### src/rtl/ps_pc_seq.sv
// ps_pc_seq: program sequencer with fetch/decode/execute address pipeline and PC stack.
// A redirect costs two execute bubbles; ps_stall freezes every register.
module ps_pc_seq #(
  parameter int            AW        = 16,
  parameter int            STK_DEPTH = 4,
  parameter logic [AW-1:0] RST_VEC   = '0,
  localparam int           SPW       = $clog2(STK_DEPTH) + 1
) (
  input  logic           clk,
  input  logic           rst,
  input  logic           ps_stall,
  input  logic           ps_jmp,
  input  logic           ps_call,
  input  logic           ps_rts,
  input  logic [AW-1:0]  ps_tgt,
  input  logic           ps_push,
  input  logic           ps_pop,
  input  logic           ps_idle,
  input  logic           ps_wake,
  input  logic           ps_stk_wen,
  input  logic [AW-1:0]  ps_stk_wdt,
  input  logic           ps_stky_clr,
  output logic [AW-1:0]  ps_faddr,
  output logic [AW-1:0]  ps_daddr,
  output logic [AW-1:0]  ps_pc,
  output logic           ps_ex_vld,
  output logic           ps_pm_cslt,
  output logic [AW-1:0]  ps_stk_top,
  output logic [SPW-1:0] ps_stk_pntr,
  output logic [3:0]     ps_stky
);
  localparam logic [0:0]     S_RUN    = 1'b0;
  localparam logic [0:0]     S_IDLE   = 1'b1;
  localparam logic [SPW-1:0] FULL_CNT = SPW'(STK_DEPTH);

  logic [AW-1:0]  faddr_q, faddr_d, daddr_q, daddr_d, pc_q, pc_d;
  logic           dvld_q, dvld_d, ex_vld_q, ex_vld_d, cslt_q, cslt_d;
  logic [0:0]     state_q, state_d;
  logic [SPW-1:0] pntr_q, pntr_d;
  logic           ovf_q, ovf_d, unf_q, unf_d;
  logic [AW-1:0]  stk_q [STK_DEPTH];
  logic [AW-1:0]  stk_d [STK_DEPTH];

  logic           stk_empty, stk_full, accept, push_ok, pop_ok;
  logic [SPW-2:0] push_idx, top_idx;
  logic [AW-1:0]  pc_inc;

  assign stk_empty = (pntr_q == '0);
  assign stk_full  = (pntr_q == FULL_CNT);
  assign push_idx  = pntr_q[SPW-2:0];
  // Wraps correctly when full: low bits are zero, minus one selects the last entry.
  assign top_idx   = pntr_q[SPW-2:0] - 1'b1;
  assign pc_inc    = pc_q + 1'b1;
  assign accept    = ex_vld_q & ~ps_stall & (state_q == S_RUN);
  assign push_ok   = ps_push & ~ps_pop;
  assign pop_ok    = ps_pop & ~ps_push;

  always_comb begin
    faddr_d  = faddr_q;
    daddr_d  = daddr_q;
    pc_d     = pc_q;
    dvld_d   = dvld_q;
    ex_vld_d = ex_vld_q;
    cslt_d   = cslt_q;
    state_d  = state_q;
    pntr_d   = pntr_q;
    ovf_d    = ovf_q;
    unf_d    = unf_q;
    stk_d    = stk_q;
    if (!ps_stall) begin
      if (state_q == S_RUN) begin
        faddr_d  = faddr_q + 1'b1;
        daddr_d  = faddr_q;
        pc_d     = daddr_q;
        dvld_d   = 1'b1;
        ex_vld_d = dvld_q;
        if (accept) begin
          // Clear first so a same-cycle overflow/underflow set takes precedence.
          if (ps_stky_clr) begin
            ovf_d = 1'b0;
            unf_d = 1'b0;
          end
          if (ps_rts) begin
            if (stk_empty) begin
              unf_d = 1'b1;
            end else begin
              faddr_d  = stk_q[top_idx];
              pntr_d   = pntr_q - 1'b1;
              dvld_d   = 1'b0;
              ex_vld_d = 1'b0;
            end
          end else if (ps_call || ps_jmp) begin
            faddr_d  = ps_tgt;
            dvld_d   = 1'b0;
            ex_vld_d = 1'b0;
            if (ps_call) begin
              if (stk_full) begin
                ovf_d = 1'b1;
              end else begin
                stk_d[push_idx] = pc_inc;
                pntr_d          = pntr_q + 1'b1;
              end
            end
          end else begin
            if (push_ok) begin
              if (stk_full) begin
                ovf_d = 1'b1;
              end else begin
                stk_d[push_idx] = pc_inc;
                pntr_d          = pntr_q + 1'b1;
              end
            end else if (pop_ok) begin
              if (stk_empty) unf_d = 1'b1;
              else pntr_d = pntr_q - 1'b1;
            end else if (ps_stk_wen && !stk_empty) begin
              stk_d[top_idx] = ps_stk_wdt;
            end
            if (ps_idle) begin
              state_d  = S_IDLE;
              faddr_d  = pc_inc;
              cslt_d   = 1'b0;
              dvld_d   = 1'b0;
              ex_vld_d = 1'b0;
            end
          end
        end
      end else if (ps_wake) begin
        state_d = S_RUN;
        cslt_d  = 1'b1;
      end
    end
  end

  always_ff @(posedge clk or negedge rst) begin
    if (!rst) begin
      faddr_q  <= RST_VEC;
      daddr_q  <= '0;
      pc_q     <= '0;
      dvld_q   <= 1'b0;
      ex_vld_q <= 1'b0;
      cslt_q   <= 1'b1;
      state_q  <= S_RUN;
      pntr_q   <= '0;
      ovf_q    <= 1'b0;
      unf_q    <= 1'b0;
      for (int i = 0; i < STK_DEPTH; i++) stk_q[i] <= '0;
    end else begin
      faddr_q  <= faddr_d;
      daddr_q  <= daddr_d;
      pc_q     <= pc_d;
      dvld_q   <= dvld_d;
      ex_vld_q <= ex_vld_d;
      cslt_q   <= cslt_d;
      state_q  <= state_d;
      pntr_q   <= pntr_d;
      ovf_q    <= ovf_d;
      unf_q    <= unf_d;
      for (int i = 0; i < STK_DEPTH; i++) stk_q[i] <= stk_d[i];
    end
  end

  assign ps_faddr    = faddr_q;
  assign ps_daddr    = daddr_q;
  assign ps_pc       = pc_q;
  assign ps_ex_vld   = ex_vld_q;
  assign ps_pm_cslt  = cslt_q;
  assign ps_stk_top  = stk_empty ? '0 : stk_q[top_idx];
  assign ps_stk_pntr = pntr_q;
  assign ps_stky     = {unf_q, ovf_q, stk_full, stk_empty};
endmodule

### config.mk
export PLATFORM = sky130hd
export DESIGN_NAME = ps_pc_seq
export DESIGN_NICKNAME = d
export VERILOG_FILES = /design/src/rtl/ps_pc_seq.sv
export SDC_FILE = /design/constraint.sdc
export NUM_CORES = 1
export LEC_CHECK = 0
export CAP_MARGIN = 40
export CORE_ASPECT_RATIO = 0.9
export CORE_UTILIZATION = 45
export CTS_CLUSTER_SIZE = 20
export DETAILED_ROUTE_END_ITERATION = 6
export GPL_TIMING_DRIVEN = 0
export PLACE_DENSITY = 0.72
export SLEW_MARGIN = 20
export SYNTH_ARGS = -nofsm -noshare
export SYNTH_HDL_FRONTEND = slang
export SYNTH_SLANG_ARGS = --single-unit
### constraint.sdc
create_clock -name clk -period 3 [get_ports clk]
set_clock_uncertainty 0.1 [all_clocks]
set_input_delay 0.9 -clock clk [delete_from_list [all_inputs] [get_ports clk]]
set_output_delay 0.9 -clock clk [all_outputs]
set_load 0.05 [all_outputs]
== After elaboration in Yosys (flattened, before gate mapping) ==
Cells that the tools add are included.
Word-level totals
  flip-flop bits (word level): 121
  bits of input ports: 44
  word-level logic and storage cells: 118
  output and inout port bits: 73
Operators by class
  mux-type cells: 62
  equality and inequality tests: 7
  bitwise gates (word level): 11
  reduce and logical (&&, ||, !) cells: 15
  $add $sub $neg: 5
  order comparisons: 4
Operator list (count)
  64-bit two-way mux: 6
  16-bit two-way mux: 10
  64-bit bitwise mux: 2
  16-bit demux with 2-bit select: 2
  1-bit two-way mux: 34
  16-bit by 1-bit adder with 16-bit output, second input constant: 2
  16-bit binary-select mux with 2-bit select: 1
  3-bit two-way mux: 7
  7-bit AND reduction: 1
  3-bit greater-or-equal comparator, second input constant: 2
  3-bit by 1-bit < comparator with 1-bit output, second input constant: 2
  2-bit != test, second input constant: 3
  2-bit inverter with 3-bit output: 2
  6-bit AND reduction: 1
  1-bit inverter: 5
  5-bit AND reduction: 1
  1-bit AND: 4
  2-bit nonzero test: 2
  4-bit nonzero test: 1
  3-bit by 1-bit adder with 3-bit output, second input constant: 1
  3-bit equality test, second input constant: 1
  1-bit logical AND: 3
  3-bit logical NOT: 1
  3-bit by 2-bit != test with 1-bit output, second input constant: 1
  9 further kinds: 9

== Longest topological paths before layout ==
Gate-level depths: netlist of the first run.
  word-level depth: 11
  depth in mapped cells: 12
  depth with buffers taken out: 8

== Least setup slack after synthesis of the first run ==
No wires, ideal clock.
  path kind: register -> output
  start: register pntr_q[0] (netlist: ps_stk_pntr[0])
  end: output port ps_stk_top[0]
  required time: 2.000 ns
  stages on the path, launching flop included: 9
  data arrival time: 2.839 ns
  path buffers: 4
  path slack: -0.839 ns
  cell sequence: dfrtp_1 buf_2 buf_4 inv_1 ha_1 clkbuf_2 clkbuf_1 mux4_2 and2_1
On the way
  longest elaborated chain between the ends: 6
  elaborated cells on any way between the ends: 7
  those cells by class: add/sub (1); mux (4); bitwise (1); reduce/logical (1)
Ends and longest elaborated chain
  from (decl): RTL line 39  | logic [SPW-1:0] pntr_q, pntr_d;
  from (signal assigned): RTL line 155  | pntr_q <= pntr_d;
  2-bit by 1-bit subtractor with 2-bit output: RTL line 52  | assign top_idx = pntr_q[SPW-2:0] - 1'b1;
  2-bit inverter with 3-bit output (implied by the code): RTL line 167  | assign ps_stk_top = stk_empty ? '0 : stk_q[top_idx];
  16-bit binary-select mux with 2-bit select: RTL line 167
  16-bit two-way mux (implied by the code) (2 in a row): RTL line 167
  16-bit two-way mux (*): RTL line 167
  to (decl): RTL line 28  | output logic [AW-1:0] ps_stk_top,
Every way passes the cells marked *; elsewhere a longest branch is shown, timed or not. The select of a mux whose other input is x is not followed.

== Worst setup path after layout of the first run ==
  start: register pntr_q[0] (netlist: ps_stk_pntr[0])
  end: output port ps_stk_top[2]
The elaborated chain is that of the path after synthesis.

==> out/metrics.csv, run 1 <==
stage,metric,value,unit
logic_synthesis,share_of_the_synthesized_area_in_compound_gates_ao_oa_aoi_oai,0.234,
logic_synthesis,synth_xor_xnor_area_share,0.0248,
clocking,ctsHoldBuffers,0,
timing,timing.final.max_slew_violations,0,
clocking,worst_skew_pair.late_latency,0.43,ns
job,cap_viol_max_count,0,
place,place.port_buffers,114,
timing,timing.final.crit_period,3.27,ns
floorplan,start_util,0.459,
logic_synthesis,synth_sequential_area_ratio,0.429,
status,failing_checks,setup timing,
route,initialDrtViolationCount,954,
clocking,cts_inserted_buffers,17,
cells_and_area,final-seq-area,3030,µm²
clocking,cts_max_path_buffers,2,
timing,final_critical_path_setup_slack,-0.272,ns
logic_synthesis,synth_edf_count,0,
logic_synthesis,yosys_register_bits,121,
global_route,gr-usage-all-layers,0.321,
timing,timing_worst_slew_pin_value,0.732,ns
timing,slew-limit-headroom,0.510,
place,place_hpwl,17.9,mm
timing,period_share,1.09,
critical_path,crit_path_arrival_time,2.27,ns
timing,timing.fmax,306,MHz
floorplan,ios,117,
pwr,irDropWorstVdd,1.24,mV
logic_synthesis,synth.distinct_cells,69,
cells_and_area,leading_cell_type_in_the_layout_fill_and_taps_excluded,sky130_fd_sc_hd__nand2_1,
logic_synthesis,postSynthAreaPerCell,9.38,µm²
logic_synthesis,synthFlopType,sky130_fd_sc_hd__dfrtp_1,
cells_and_area,filler_cell_count,1313,
cells_and_area,multi_input_gate_area,3820,µm²
global_route,antenna_found_initial,0,
logic_synthesis,netlist_instances,753,
floorplan,die-area,16200,µm²
cells_and_area,layout_common_cells,"127 x sky130_fd_sc_hd__nand2_1, 118 x sky130_fd_sc_hd__dfrtp_1, 95 x sky130_fd_sc_hd__clkdlybuf4s50_1",
timing,final-setup-viol-count,16,
cells_and_area,syn_to_final_growth,35.9,%
cells_and_area,antenna-diode-count,0,
pwr,leakagePower,4.00,nW
critical_path,timing_worst_setup_path_type,flop to output port,
floorplan,area_of_the_placeable_core,15400,µm²
route,via_per_inst,6.27,
floorplan,floorplan.die.width,134,µm
route,vias,7032,
floorplan,chipHeight,121,µm
clocking,h-tree-depth,4,
logic_synthesis,synth_top_family_by_area,compound AO/OA/AOI/OAI gates,
route,routed_wl_per_cell,22.4,µm
cells_and_area,drive_above_1_share,0.183,
timing,rsz0062_at_grt,true,
place,gpl.final_weighted_congestion,0.923,
pwr,p_per_cell_area,1400,nW/µm²
pwr,total_power,13.5,mW
clocking,cts_tree,done,
floorplan,rows,43,
logic_synthesis,post_synthesis_share_of_cell_area_spent_on_and_or_nand_and_nor_gates,0.192,
route,firstDrtPassIters,6,
clocking,numClockSinks,121,
clocking,clkTransAtPathRegs,0.06,ns
logic_synthesis,number_of_nets_in_the_synthesized_netlist,808,
logic_synthesis,synth-async-reset-ratio,1.00,
critical_path,worst_ep_required,2.00,ns
logic_synthesis,syn-cell-area,7070,µm²
global_route,largest_net_degree_at_the_start_of_global_routing,68,
logic_synthesis,muxShareOfSynthArea,0.0540,
cells_and_area,nets,962,
cells_and_area,finish.instance_area,9600,µm²
route,detail_route.drc_violations,0,
global_route,grt_pass1_vias,6738,
route,drt.antenna.violating_nets,0,
route,route.final.wire_length,25.1,mm
status,status,"complete, but fails checks",
worst_hold_path,worst_hold_path_type,input port to async pin,
critical_path,worst_setup_path_end_kind,output port,
logic_synthesis,synth-adder-area-share,0.0195,
place,dpl-instance-area,8580,µm²
global_route,grt.overflow.total,0,
logic_synthesis,ys.warnings.count,0,
timing,final_hold_viol_count,0,
critical_path,critical_path_peak_fanout,6,
critical_path,critPathLaunchType,flop,
global_route,grt_pass1_wl,38.6,mm
clocking,cts.root.buffer_cell,sky130_fd_sc_hd__clkbuf_16,
==> cell families (layout without fill, tap and decap cells) <==
family	count (synthesis)	in the layout
simple gates	291	291
mux	18	18
flops	121	121
compound gates	229	229
xor+xnor	20	20
buf+inv	63	230
fa+ha+maj	11	11
==> power by group <==
group / switching, mW / internal (mW)
Sequential: 0.716 / 2.38
Combinational: 4.61 / 3.33
Clock: 0.739 / 1.68
==> path summary, 6_finish.rpt <==
kind                                start             to  slack [ns]  cells past startpoint
max                        ps_stk_pntr[0]  ps_stk_top[2]       -0.27                      8
min                                   rst      stk_q[15]        0.34                      1
max reg2reg                ps_stk_pntr[0]      stk_q[31]        0.18                     11
min reg2reg                     stk_q[34]      stk_q[34]        0.38                      1
max in group asynchronous             rst    ps_faddr[1]        1.73                      2
min in group clk                stk_q[34]      stk_q[34]        0.38                      1
==> flip-flops by register name, summed over array words and instances (netlist names) <==
name and count:
ovf_q 1, ps_faddr 16, unf_q 1, ps_stk_pntr 3, ps_pm_cslt 1, ps_daddr 16, ps_ex_vld 1, state_q 1
ps_pc 16, dvld_q 1, stk_q 64
==> Yosys cell counts (9+ instances only) <==
| library cell | number | share of area |
|---|---|---|
| sky130_fd_sc_hd__nand2_1 | 127 | 0.067 |
| sky130_fd_sc_hd__dfrtp_1 | 120 | 0.43 |
| sky130_fd_sc_hd__a21oi_1 | 59 | 0.042 |
| sky130_fd_sc_hd__nor2_1 | 59 | 0.031 |
| sky130_fd_sc_hd__o21ai_0 | 40 | 0.028 |
| sky130_fd_sc_hd__o22a_1 | 32 | 0.040 |
| sky130_fd_sc_hd__clkbuf_1 | 23 | 0.012 |
| sky130_fd_sc_hd__nand3_1 | 20 | 0.014 |
| sky130_fd_sc_hd__and2_1 | 19 | 0.017 |
| sky130_fd_sc_hd__o22ai_1 | 17 | 0.015 |
| sky130_fd_sc_hd__mux4_2 | 16 | 0.051 |
| sky130_fd_sc_hd__inv_1 | 15 | 0.0080 |
| sky130_fd_sc_hd__nor3_1 | 14 | 0.0099 |
| sky130_fd_sc_hd__a221oi_1 | 12 | 0.015 |
| sky130_fd_sc_hd__ha_1 | 11 | 0.019 |
| sky130_fd_sc_hd__o21a_1 | 11 | 0.012 |
| sky130_fd_sc_hd__xnor2_1 | 11 | 0.014 |
| sky130_fd_sc_hd__nand4_1 | 10 | 0.0089 |
| sky130_fd_sc_hd__xor2_1 | 9 | 0.011 |
==> worst max-delay path, stage by stage, from the launching register on <==
cell and delay [ns]:
sky130_fd_sc_hd__dfrtp_2 0.39, sky130_fd_sc_hd__buf_12 0.12, sky130_fd_sc_hd__buf_12 0.11, sky130_fd_sc_hd__inv_8 0.03, sky130_fd_sc_hd__ha_4 0.34, sky130_fd_sc_hd__clkbuf_16 0.18, sky130_fd_sc_hd__mux4_2 0.33, sky130_fd_sc_hd__and2_4 0.18
sky130_fd_sc_hd__buf_6 0.15
==> repair_timing <==
item,in CTS,in global routing
resized for setup,154,14
setup endpoints to repair,81,73
pin swaps,15,3
setup buffers,18,5
gates cloned,1,0
==> cell type report <==
| class | count | share of cell area |
|---|---|---|
| inverters | 15 | 0.00717 |
| multi-input cells | 569 | 0.398 |
| repair buffers | 139 | 0.146 |
| plain buffers | 44 | 0.0351 |
| well taps | 202 | 0.0263 |
| clock inverters | 8 | 0.0224 |
| flip-flops and latches | 121 | 0.316 |
| clock buffers | 24 | 0.0491 |
==> through the flow <==
step	hold slack (ns)	utilization	cells	setup TNS, ns	setup WS, ns
6_report	0.339	0.624	1122	-3.51	-0.272
3_3_place_gp	0.375	0.555	1069	-520.95	-4.44
4_1_cts	0.361	0.620	1120	-2.99	-0.231
3_5_place_dp	0.376	0.558	1070	-44.00	-0.876
2_1_floorplan	0.346	-	753	0	0.000554
5_1_grt	0.382	0.624	1122	-3.78	-0.283
==> layer usage <==
metal | up-vias | GRT usage | routed length (µm)
met1 | 3453 | 0.460 | 10800
met3 | 70 | 0.0886 | 2740
met2 | 451 | 0.460 | 10800
li1 | 3058 | - | -
met5 | - | 0 | 0
met4 | 0 | 0.124 | 851
Power figures use the tool's default switching activity.
==> inputs of run 2 (changes only) <==
--- a/config.mk
+++ b/config.mk
@@ -8,7 +8,6 @@
 export CAP_MARGIN = 40
 export CORE_ASPECT_RATIO = 0.9
 export CORE_UTILIZATION = 45
-export CTS_CLUSTER_SIZE = 20
 export DETAILED_ROUTE_END_ITERATION = 6
 export GPL_TIMING_DRIVEN = 0
 export PLACE_DENSITY = 0.72
==> constraint.sdc (replaced) <==
create_clock -name clk -period 3 [get_ports clk]
set_clock_uncertainty 0.1 [all_clocks]
set_input_delay 0.9 -clock clk [delete_from_list [all_inputs] [get_ports clk]]
set_output_delay 0.9 -clock clk [all_outputs]
set_load 0.1 [all_outputs]
==> run 2 against run 1 <==
  * The flow still finishes with violations (setup timing)
  * Routed wire length increased by 5.7%
  * Via count increased by 4.4%
  * Non-clock buffer count increased by 65
  * Register-to-register slack got worse by 0.15 ns
  * Sequential share of layout area decreased by 3.0 points
  * Hold slack got worse by 0.010 ns
  * Critical path type unchanged
  * Critical endpoint is now ps_stk_top[0]
==> out/metrics.csv, run 2 (synthesized netlist as in run 1, its figures left out) <==
stage,metric,value,unit,change
timing,tns_setup,-5.59,ns,was -3.51 ns
cells_and_area,regMostFlops,stk_q,,unchanged
cells_and_area,nets,1027,,was 962
status,status,"complete, but fails checks",,unchanged
timing,worst_hold_slack,0.329,ns,was 0.339 ns
place,place_hpwl,19.4,mm,was 17.9 mm
floorplan,start_util,0.459,,unchanged
global_route,grt_pass1_vias,7182,,was 6738
place,pre_cts_ws,-0.711,ns,was -0.876 ns
cells_and_area,filler_cell_count,1167,,was 1313
place,gpl.final_weighted_congestion,0.974,,was 0.923
job,cap_viol_max_count,0,,unchanged
floorplan,rows,43,,unchanged
route,initialDrtViolationCount,794,,was 954
place,place.port_buffers,114,,unchanged
timing,timing.final.max_slew_violations,0,,unchanged
timing,final_critical_path_setup_slack,-0.424,ns,was -0.272 ns
clocking,cts_inserted_buffers,17,,unchanged
timing,timing.final.crit_period,3.42,ns,was 3.27 ns
critical_path,timing_worst_setup_path_type,flop to output port,,unchanged
place,dp.cells,1144,,was 1070
timing,slew-limit-headroom,0.507,,was 0.510
cells_and_area,drive_above_1_share,0.248,,was 0.183
clocking,h-tree-depth,4,,unchanged
cells_and_area,syn_to_final_growth,50.1,%,was 35.9%
critical_path,worst_ep_required,2.00,ns,about the same
route,detail_route.drc_violations,0,,unchanged
global_route,grt_pass1_wl,40.8,mm,was 38.6 mm
critical_path,crit_path_arrival_time,2.42,ns,was 2.27 ns
cells_and_area,layout_common_cells,"127 x sky130_fd_sc_hd__nand2_1, 117 x sky130_fd_sc_hd__dfrtp_1, 95 x sky130_fd_sc_hd__clkdlybuf4s50_1",,"was 127 x sky130_fd_sc_hd__nand2_1, 118 x sky130_fd_sc_hd__dfrtp_1, 95 x sky130_fd_sc_hd__clkdlybuf4s50_1"
floorplan,area_of_the_placeable_core,15400,µm²,unchanged
floorplan,ios,117,,unchanged
floorplan,chipHeight,121,µm,unchanged
timing,rsz0062_at_grt,true,,unchanged
floorplan,floorplan.die.width,134,µm,unchanged
worst_hold_path,worst_hold_path_type,input port to async pin,,unchanged
timing,period_share,1.14,,was 1.09
route,via_per_inst,6.18,,was 6.27
cells_and_area,antenna-diode-count,0,,unchanged
critical_path,worst_setup_path_end_kind,output port,,unchanged
global_route,largest_net_degree_at_the_start_of_global_routing,68,,unchanged
timing,final-setup-viol-count,16,,unchanged
cells_and_area,largest_register_ffs,64,,unchanged
timing,timing_worst_slew_pin_value,0.734,ns,was 0.732 ns
route,firstDrtPassIters,6,,unchanged
clocking,cts.root.buffer_cell,sky130_fd_sc_hd__clkbuf_16,,unchanged
clocking,worst_skew_pair.late_latency,0.43,ns,about the same
critical_path,critPathLaunchType,flop,,unchanged
global_route,gr-usage-all-layers,0.341,,was 0.321
clocking,clkTransAtPathRegs,0.06,ns,about the same
floorplan,die-area,16200,µm²,unchanged
status,failing_checks,setup timing,,unchanged
route,vias,7338,,was 7032
timing,final_hold_viol_count,0,,unchanged
route,routed_wl_per_cell,22.4,µm,about the same
clocking,cts_tree,done,,unchanged
critical_path,critical_path_peak_fanout,6,,unchanged
global_route,antenna_found_initial,0,,unchanged
cells_and_area,leading_cell_type_in_the_layout_fill_and_taps_excluded,sky130_fd_sc_hd__nand2_1,,unchanged
clocking,cts_max_path_buffers,2,,unchanged
cells_and_area,finalNonFillerCells,1187,,was 1122
route,route.final.wire_length,26.6,mm,was 25.1 mm
clocking,numClockSinks,121,,unchanged
timing,timing.fmax,292,MHz,was 306 MHz
global_route,grt.overflow.total,0,,unchanged
route,drt.antenna.violating_nets,0,,unchanged
[run 2: layout make-up]
class | instances | area (µm²) | share of cell area
repair buffers | 204 | 2480 | 0.234
well taps | 202 | 253 | 0.0238
clock inverters | 15 | 153 | 0.0144
flip-flops and latches | 121 | 3040 | 0.286
inverters | 15 | 73.8 | 0.00696
plain buffers | 44 | 328 | 0.0309
multi-input cells | 569 | 3850 | 0.363
clock buffers | 17 | 425 | 0.0401
[run 2: what timing repair did]
| action | 4_1_cts | 5_1_grt |
|---|---|---|
| resized for setup | 63 | 23 |
| pin swaps | 17 | 11 |
| hold buffers | 0 | 0 |
| setup endpoints to repair | 60 | 66 |
| setup buffers | 18 | 11 |
[run 2: final timing paths]
path | start | end | slack [ns] | cells past startpoint
worst max-delay path | ps_stk_pntr[0] | ps_stk_top[0] | -0.42 | 9
worst min-delay path | rst | ps_stk_pntr[2] | 0.33 | 1
worst max register to register | ps_stk_pntr[0] | stk_q[17] | 0.03 | 14
worst min register to register | ovf_q | ovf_q | 0.39 | 2
max in group asynchronous | rst | stk_q[39] | 1.76 | 2
min in group clk | ovf_q | ovf_q | 0.39 | 2
[run 2: worst max-delay path: stages (launching register included)]
cell and delay (ns):
sky130_fd_sc_hd__dfrtp_4 0.49, sky130_fd_sc_hd__buf_12 0.14, sky130_fd_sc_hd__buf_12 0.13, sky130_fd_sc_hd__clkinv_8 0.04, sky130_fd_sc_hd__ha_4 0.21, sky130_fd_sc_hd__clkbuf_16 0.17, sky130_fd_sc_hd__buf_8 0.12, sky130_fd_sc_hd__mux4_2 0.33
sky130_fd_sc_hd__and2_4 0.19, sky130_fd_sc_hd__buf_12 0.16
[run 2: stage by stage]
stage | instance area [µm²] | utilization
3_3_place_gp | 8600 | 0.559
6_report | 10600 | 0.689
3_5_place_dp | 9760 | 0.634
2_1_floorplan | 7210 | -
4_1_cts | 10500 | 0.683
5_1_grt | 10600 | 0.689
[run 2: routing by layer]
| metal | GRT usage | vias up | share of wire |
|---|---|---|---|
| met5 | 0 | - | 0 |
| met4 | 0.138 | 0 | 0.031 |
| met3 | 0.0940 | 67 | 0.11 |
| met2 | 0.506 | 512 | 0.45 |
| met1 | 0.472 | 3563 | 0.41 |
| li1 | - | 3196 | - |
Power of run 2 is left out: the tool's default activity adds up to more than one toggle a clock period on the data nets, which glitch-free logic cannot reach.
==> inputs of run 3 (changes only) <==
--- a/config.mk
+++ b/config.mk
@@ -10,7 +10,7 @@
 export CORE_UTILIZATION = 45
 export DETAILED_ROUTE_END_ITERATION = 6
 export GPL_TIMING_DRIVEN = 0
-export PLACE_DENSITY = 0.72
+export PLACE_DENSITY = 0.69
 export SLEW_MARGIN = 20
 export SYNTH_ARGS = -nofsm -noshare
 export SYNTH_HDL_FRONTEND = slang
==> constraint.sdc (replaced) <==
create_clock -name clk -period 3.75 [get_ports clk]
set_clock_uncertainty 0.1 [all_clocks]
set_input_delay 1.125 -clock clk [delete_from_list [all_inputs] [get_ports clk]]
set_output_delay 1.125 -clock clk [all_outputs]
set_load 0.1 [all_outputs]
==> run 3 against run 2 <==
  * The run ends with DRC left
  * Critical path type unchanged
  * Critical endpoint is now ps_stk_top[5]
  * Hold slack improved by 0.061 ns
  * Sequential share of layout area rose by 0.71 points
  * Largest cell class unchanged
  * Core utilization decreased by 1.7 points
  * Setup slack better by 0.50 ns
  * Global-route usage increased by 0.98 points
  * Via count grew 2.1%
==> out/metrics.csv, run 3 (synthesized netlist as in run 1, its figures left out) <==
stage,metric,value,unit,change
timing,slew-limit-headroom,0.416,,was 0.507
cells_and_area,antenna-diode-count,0,,unchanged
clocking,h-tree-depth,4,,unchanged
cells_and_area,fin_util,0.672,,was 0.689
route,firstDrtPassIters,7,,was 6
cells_and_area,nets,1005,,was 1027
cells_and_area,largest_register_ffs,64,,unchanged
timing,worst_hold_slack,0.390,ns,was 0.329 ns
place,dp.cells,1143,,was 1144
clocking,cts_max_path_buffers,2,,unchanged
critical_path,timing_worst_setup_path_type,flop to output port,,unchanged
cells_and_area,syn_to_final_growth,46.4,%,was 50.1%
floorplan,die-area,16200,µm²,unchanged
floorplan,chipHeight,121,µm,unchanged
critical_path,critical_path_peak_fanout,6,,unchanged
critical_path,worst_setup_path_end_kind,output port,,unchanged
timing,timing.final.crit_period,3.68,ns,
floorplan,start_util,0.459,,unchanged
timing,final-setup-viol-count,0,,was 16
critical_path,crit_chain,buf_12 > inv_4 > ha_4 > clkbuf_8 > mux4_2 > and2_4 > dlygate4sd2_1 > buf_12,,was buf_12 > buf_12 > clkinv_8 > ha_4 > clkbuf_16 > buf_8 > mux4_2 > and2_4 > buf_12
critical_path,cp_slowest_cell,sky130_fd_sc_hd__dfrtp_4,,unchanged
global_route,gr-usage-all-layers,0.351,,was 0.341
timing,rsz0062_at_grt,false,,was true
critical_path,critPathMaxStageDelay,0.51,ns,was 0.49 ns
cells_and_area,layout_common_cells,"127 x sky130_fd_sc_hd__nand2_1, 118 x sky130_fd_sc_hd__dfrtp_1, 97 x sky130_fd_sc_hd__clkdlybuf4s50_1",,"was 127 x sky130_fd_sc_hd__nand2_1, 117 x sky130_fd_sc_hd__dfrtp_1, 95 x sky130_fd_sc_hd__clkdlybuf4s50_1"
global_route,grt_pass1_vias,7469,,was 7182
route,routed_wl_per_cell,23.6,µm,was 22.4 µm
floorplan,ios,117,,unchanged
critical_path,crit_path_frequent_cell,sky130_fd_sc_hd__buf_12,,unchanged
critical_path,timing.reg2reg.setup_slack,0.64,ns,was 0.03 ns
critical_path,worst_ep_required,2.52,ns,was 2.00 ns
critical_path,critPathLaunchType,flop,,unchanged
clocking,cts.root.buffer_cell,sky130_fd_sc_hd__clkbuf_16,,unchanged
cells_and_area,finalNonFillerCells,1165,,was 1187
clocking,clkTransAtPathRegs,0.06,ns,about the same
clocking,cts_inserted_buffers,17,,unchanged
cells_and_area,leading_cell_type_in_the_layout_fill_and_taps_excluded,sky130_fd_sc_hd__nand2_1,,unchanged
route,via_per_inst,6.43,,was 6.18
worst_hold_path,worst_hold_path_type,flop to flop,,was input port to async pin
cells_and_area,drive_above_1_share,0.207,,was 0.248
floorplan,rows,43,,unchanged
route,detail_route.drc_violations,1,,was 0
timing,timing_worst_slew_pin_value,0.872,ns,was 0.734 ns
floorplan,area_of_the_placeable_core,15400,µm²,unchanged
clocking,numClockSinks,121,,unchanged
route,initialDrtViolationCount,1065,,was 794
place,place.port_buffers,114,,unchanged
global_route,grt.overflow.total,0,,unchanged
status,status,"complete, but fails checks",,unchanged
timing,final_hold_viol_count,0,,unchanged
global_route,largest_net_degree_at_the_start_of_global_routing,66,,was 68
timing,tns_setup,0,ns,was -5.59 ns
clocking,cts_tree,done,,unchanged
route,drt.antenna.violating_nets,0,,unchanged
floorplan,floorplan.die.width,134,µm,unchanged
job,cap_viol_max_count,0,,unchanged
global_route,antenna_found_initial,0,,unchanged
critical_path,crit_path_arrival_time,2.45,ns,was 2.42 ns
clocking,worst_skew_pair.late_latency,0.43,ns,about the same
timing,timing.fmax,272,MHz,
timing,timing.final.max_slew_violations,0,,unchanged
route,vias,7491,,was 7338
timing,period_share,0.980,,
global_route,grt_pass1_wl,42.3,mm,was 40.8 mm
place,gpl.final_weighted_congestion,0.925,,was 0.974
cells_and_area,regMostFlops,stk_q,,unchanged
route,route.final.wire_length,27.5,mm,was 26.6 mm
place,place_hpwl,20.1,mm,was 19.4 mm
status,failing_checks,DRC,,was setup timing
run 3: changes by cell type in the layout (fill, tap and decap cells not counted), moves of 7 or more:
cell	before	now
sky130_fd_sc_hd__nor2_2	8	1
sky130_fd_sc_hd__buf_6	15	8
sky130_fd_sc_hd__nor2_1	50	59
sky130_fd_sc_hd__inv_6	9	2
sky130_fd_sc_hd__and2_4	16	7
sky130_fd_sc_hd__and2_2	0	9
sky130_fd_sc_hd__buf_4	32	11
run 3: layout make-up:
| cell class | instances | area, µm² |
|---|---|---|
| clock buffer | 18 | 439 |
| tap | 202 | 253 |
| fill | 1155 | 5040 |
| clock inverter | 14 | 195 |
| buffer | 46 | 313 |
| inverter | 15 | 58.8 |
| timing repair buffer | 180 | 2290 |
| sequential | 121 | 3030 |
| multi-input combinational | 569 | 3760 |
run 3: critical path, delay by kind of cell, from the launching register on:
kind / cells / cell delay, ns
adder cells (fa/ha/maj): 1 / 0.20
buffers and inverters: 5 / 0.84
flip-flops: 1 / 0.51
multiplexers: 1 / 0.29
AND/OR/NAND/NOR: 1 / 0.19
run 3: path summary, 6_finish.rpt:
check	start	to	cells past startpoint
max	ps_stk_pntr[0]	ps_stk_top[5]	8
min	unf_q	unf_q	2
max reg2reg	ps_stk_pntr[0]	stk_q[1]	8
min reg2reg	unf_q	unf_q	2
max in group asynchronous	rst	ps_faddr[11]	2
min in group asynchronous	rst	stk_q[31]	1
run 3: stage by stage:
step / setup slack, ns / area (µm²)
4_1_cts: -0.279 / 10300
5_1_grt: 0.0299 / 10300
3_3_place_gp: -4.11 / 8500
3_5_place_dp: -1.04 / 9660
2_1_floorplan: -0.149 / 7100
6_report: 0.0742 / 10300
run 3: what timing repair did:
action | 4_1_cts | 5_1_grt
setup buffers | 5 | 0
hold buffers | 0 | 0
endpoints found under the setup margin | 20 | 10
resized for setup | 31 | 6
run 3: layer usage:
metal	vias up	global-route usage	share of wire
li1	3150	-	-
met5	-	0	0
met1	3678	0.474	0.40
met4	0	0.183	0.041
met3	92	0.0748	0.10
met2	571	0.532	0.46
Power of run 3 is left out for the same reason.
